<file path="src/rtl/imem_dmem_port_arbiter.sv">
// Shares one memory port between instruction fetch and MEM-stage data access.
// Data wins ties, a request is held until mem_ready, and a flushed fetch is drained silently.
module imem_dmem_port_arbiter #(
    parameter int ADDR_W = 32,
    parameter int DATA_W = 32
) (
    input  logic                  clk,
    input  logic                  rst_n,
    input  logic                  if_req,
    input  logic [ADDR_W-1:0]     if_addr,
    output logic                  if_valid,
    output logic [DATA_W-1:0]     if_rdata,
    input  logic                  d_req,
    input  logic                  d_we,
    input  logic [DATA_W/8-1:0]   d_wstrb,
    input  logic [ADDR_W-1:0]     d_addr,
    input  logic [DATA_W-1:0]     d_wdata,
    output logic                  d_done,
    output logic [DATA_W-1:0]     d_rdata,
    input  logic                  flush,
    output logic                  mem_req,
    output logic                  mem_we,
    output logic [DATA_W/8-1:0]   mem_wstrb,
    output logic [ADDR_W-1:0]     mem_addr,
    output logic [DATA_W-1:0]     mem_wdata,
    input  logic [DATA_W-1:0]     mem_rdata,
    input  logic                  mem_ready,
    output logic                  stall_fetch,
    output logic                  stall_mem
);

    typedef enum logic [1:0] {
        IDLE       = 2'd0,
        FETCH      = 2'd1,
        DATA       = 2'd2,
        FETCH_KILL = 2'd3
    } state_t;

    state_t state_q, state_d;
    logic   grant_d, grant_f;

    always_comb begin
        state_d = state_q;
        grant_d = 1'b0;
        grant_f = 1'b0;
        case (state_q)
            IDLE: begin
                if (d_req) begin
                    grant_d = 1'b1;
                    state_d = DATA;
                end else if (if_req && !flush) begin
                    grant_f = 1'b1;
                    state_d = FETCH;
                end
            end
            // mem_ready wins over flush: the fetch is finished, only its strobe is suppressed
            FETCH: begin
                if (mem_ready)  state_d = IDLE;
                else if (flush) state_d = FETCH_KILL;
            end
            DATA:       if (mem_ready) state_d = IDLE;
            FETCH_KILL: if (mem_ready) state_d = IDLE;
            default:    state_d = IDLE;
        endcase
    end

    always_ff @(posedge clk or negedge rst_n) begin
        if (!rst_n) begin
            state_q   <= IDLE;
            mem_we    <= 1'b0;
            mem_wstrb <= '0;
            mem_addr  <= '0;
            mem_wdata <= '0;
        end else begin
            state_q <= state_d;
            if (grant_d) begin
                mem_we    <= d_we;
                mem_wstrb <= d_wstrb;
                mem_addr  <= d_addr;
                mem_wdata <= d_wdata;
            end else if (grant_f) begin
                mem_we    <= 1'b0;
                mem_wstrb <= '0;
                mem_addr  <= if_addr;
                mem_wdata <= '0;
            end
        end
    end

    assign mem_req     = (state_q != IDLE);
    assign if_valid    = (state_q == FETCH) && mem_ready && !flush;
    assign d_done      = (state_q == DATA) && mem_ready;
    assign if_rdata    = mem_rdata;
    assign d_rdata     = mem_rdata;
    assign stall_fetch = if_req & ~if_valid;
    assign stall_mem   = d_req & ~d_done;

endmodule

</file>
<file path="config.mk">
export PLATFORM = sky130hd
export DESIGN_NAME = imem_dmem_port_arbiter
export DESIGN_NICKNAME = d
export VERILOG_FILES = /design/src/rtl/imem_dmem_port_arbiter.sv
export SDC_FILE = /design/constraint.sdc
export NUM_CORES = 1
export LEC_CHECK = 0
export ABC_AREA = 1
export BUFFER_PORTS_ARGS = -buffer_cell sky130_fd_sc_hd__buf_2
export CAP_MARGIN = 20
export CORE_ASPECT_RATIO = 0.5
export CORE_MARGIN = 2
export CORE_UTILIZATION = 41
export CTS_CLUSTER_DIAMETER = 150
export DETAILED_ROUTE_END_ITERATION = 16
export PLACE_DENSITY = 0.82
export SLEW_MARGIN = 0
export SYNTH_ARGS = -nofsm -noshare
export SYNTH_HDL_FRONTEND = slang
export SYNTH_SLANG_ARGS = --single-unit
</file>
<file path="constraint.sdc">
create_clock -name clk -period 1.7 [get_ports clk]
set_clock_uncertainty 0.05 [all_clocks]
set_input_delay 0.255 -clock clk [delete_from_list [all_inputs] [get_ports clk]]
set_output_delay 0.255 -clock clk [all_outputs]
set_load 0.005 [all_outputs]
</file>
==> impl_metrics.csv <==
group,metric,value,unit
critical_path,worst_setup_path_end_kind,"output pin",
sta,fmax,0.611,GHz
power,ir_drop,0.000661,V
synth,avgSynthCellArea,7.53,µm²
power,p_leak,0.00279,µW
critical_path,cp-startpoint,"state_q[0]",
clock_tree,cts_buffers,9,
critical_path,critPathMaxFanout,5,
worst_hold_path,hold_path_class,"primary input to flip-flop",
final_layout,drive_above_1_share,0.344,
floorplan,die_width,138,µm
synth,syn_nets,631,
sta,finalCriticalPeriod,1.64,ns
synth,synth_cell_type_count,15,
floorplan,initial_core_util,0.424,
detailed_routing,via_per_inst,4.62,
detailed_routing,drt.antenna.violating_nets,0,
clock_tree,cts_tree,"done",
final_layout,layout_commonest_cell,"nand2_1",
clock_tree,htreeDepth,3,
critical_path,reg2reg_setup_slack,0.18,ns
power,p_total,7680,µW
worst_hold_path,hold_end,"mem_wdata[10]",
synth,yosys_warnings,0,
critical_path,r2r-end,"mem_addr[17]",
grt,grt_pass1_vias,3224,
final_layout,multi_input_area,1290,µm²
critical_path,worst_ep_arrival_time,1.33,ns
critical_path,timing.rr.start,"state_q[0]",
floorplan,ios,277,
grt,grt_pass1_wl,15.6,mm
critical_path,start_kind,"flip-flop",
final_layout,area_growth,22.2,%
final_layout,antenna_cells,0,
floorplan,dieArea,9860,µm²
grt,grt_max_degree,72,
placement,pre_cts_slack,0.108,ns
worst_hold_path,hold_depth,3,
floorplan,die_h,71.2,µm
final_layout,fin_cells,727,
detailed_routing,num_vias,3360,
outcome,status,"complete, no violations",
critical_path,worstPathRequired,1.39,ns
sta,tightest_slew,0.386,ns
placement,place.gp.congestion,0.801,
final_layout,fill_cells,854,
placement,place_hpwl,7.13,mm
detailed_routing,drc,0,
grt,grt_overflow_total,0,
detailed_routing,drt_iter0_drc,200,
sta,finalSetupViolCount,0,
run,drv_cap,0,
power,p_per_area,1700,nW/µm²
sta,tns,0,ns
critical_path,critPathKind,"flip-flop to output pin",
clock_tree,clk_latency,0.32,ns
detailed_routing,wire_per_inst,13.6,µm
final_layout,nNetsFinal,744,
sta,hold_viol,0,
detailed_routing,wl,9.86,mm
detailed_routing,first_pass_iters,4,
grt,antenna_found_initial,0,
sta,worst_slack,0.0639,ns
clock_tree,cts-root-buf,"clkbuf_16",
critical_path,r2r.worst_path.cells,7,
sta,grt_setup_unrepaired,"false",
synth,netlist_instances,492,
grt,grt_usage,0.199,
placement,io_buffer_count,180,
synth,synth_seq_area_share,0.480,
final_layout,most-common-layout-cells,"nand2_1 (282), buf_2 (180), dfrtp_1 (70), nand3_1 (36), clkbuf_16 (9)",
sta,slew_headroom,0.743,
worst_hold_path,min_from,"d_wdata[10]",
synth,synth_seq_cells,71,
clock_tree,cts_sinks,71,
floorplan,coreArea,8740,µm²
floorplan,fp-row-count,24,
final_layout,final-seq-area,1780,µm²
sta,slew_viol_final,0,
clock_tree,cts_max_path_buffers,2,
clock_tree,clk_pin_slew_worst_paths,0.06,ns
sta,final.period_utilization,0.962,
placement,dp_cells,710,
synth,netlist_area,3700,µm²
[power by group]
| part | internal [µW] | leakage (µW) | switching, µW |
|---|---|---|---|
| combinational | 1280 | 0.00177 | 1820 |
| clock | 989 | 0.000132 | 716 |
| sequential | 2470 | 0.000889 | 414 |
[cell usage after synthesis]
master / n / share of area
buf_2: 15 / 0.020
buf_4: 68 / 0.14
buf_6: 1 / 0.0030
clkbuf_1: 3 / 0.0030
clkinv_2: 1 / 0.0014
dfrtp_1: 71 / 0.48
inv_1: 6 / 0.0061
inv_2: 1 / 0.0010
nand2_1: 282 / 0.29
nand2_2: 2 / 0.0034
nand3_1: 36 / 0.049
nor2_1: 2 / 0.0020
nor2_4: 1 / 0.0030
nor3_1: 2 / 0.0027
o211ai_1: 1 / 0.0020
[routing by layer]
metal  share of wire  global-route usage  up-vias  wire (µm)
li1                -                   -     1660          -
met1            0.38               0.226     1547       3790
met2            0.52               0.348       97       5090
met3           0.050              0.0481       56        496
met4           0.048               0.120        0        475
met5               0                   0        -          0
[per-stage QoR]
step,utilization,cell area [µm²],hold WS (ns)
floorplan,-,3700,-0.0906
global placement,0.485,4240,0.258
detailed placement,0.485,4240,0.257
CTS,0.518,4520,0.0708
global route,0.518,4530,0.0771
finish,0.518,4530,0.0841
[worst max path at each step]
stage	to	slack, ns	cells past startpoint
2_1_floorplan	mem_wdata[14]	0.41	6
5_1_grt	stall_fetch	0.02	4
6_report	stall_fetch	0.06	4
4_1_cts	stall_fetch	0.04	4
3_5_place_dp	mem_wdata[23]	0.11	5
3_3_place_gp	mem_wstrb[3]	0.17	5
[sequential cells by signal (all words and copies together) (netlist names)]
register   count
mem_addr      32
mem_we         1
state_q        2
mem_wstrb      4
mem_wdata     32
[cell families (layout without fill, tap and decap cells)]
group / after synthesis / in the layout / synth area share
AOI/OAI and AO/OA: 1 / 1 / 0.00203
and+or+nand+nor: 325 / 325 / 0.346
buffers and inverters: 95 / 213 / 0.173
DFF: 71 / 71 / 0.480
[final cells by class]
cell class,count,share of cell area
Clock inverter,7,0.0105
Clock buffer,9,0.0498
Multi-Input combinational cell,326,0.284
Sequential cell,71,0.393
Tap cell,117,0.0323
Timing Repair Buffer,189,0.223
Inverter,8,0.00719
[worst max-delay path, cell delays in order, from the launching register on]
cell and delay [ns]:
dfrtp_1 0.45, nand2_1 0.10, nor3_1 0.27, nor2_1 0.06, buf_2 0.13
[repair_timing]
item,4_1_cts,5_1_grt
endpoints found under the hold margin,71,0
hold buffers,1,0
buffers inserted,0,0
endpoints found under the setup margin,0,38
resized for setup,0,2
Power figures use the tool's default switching activity.
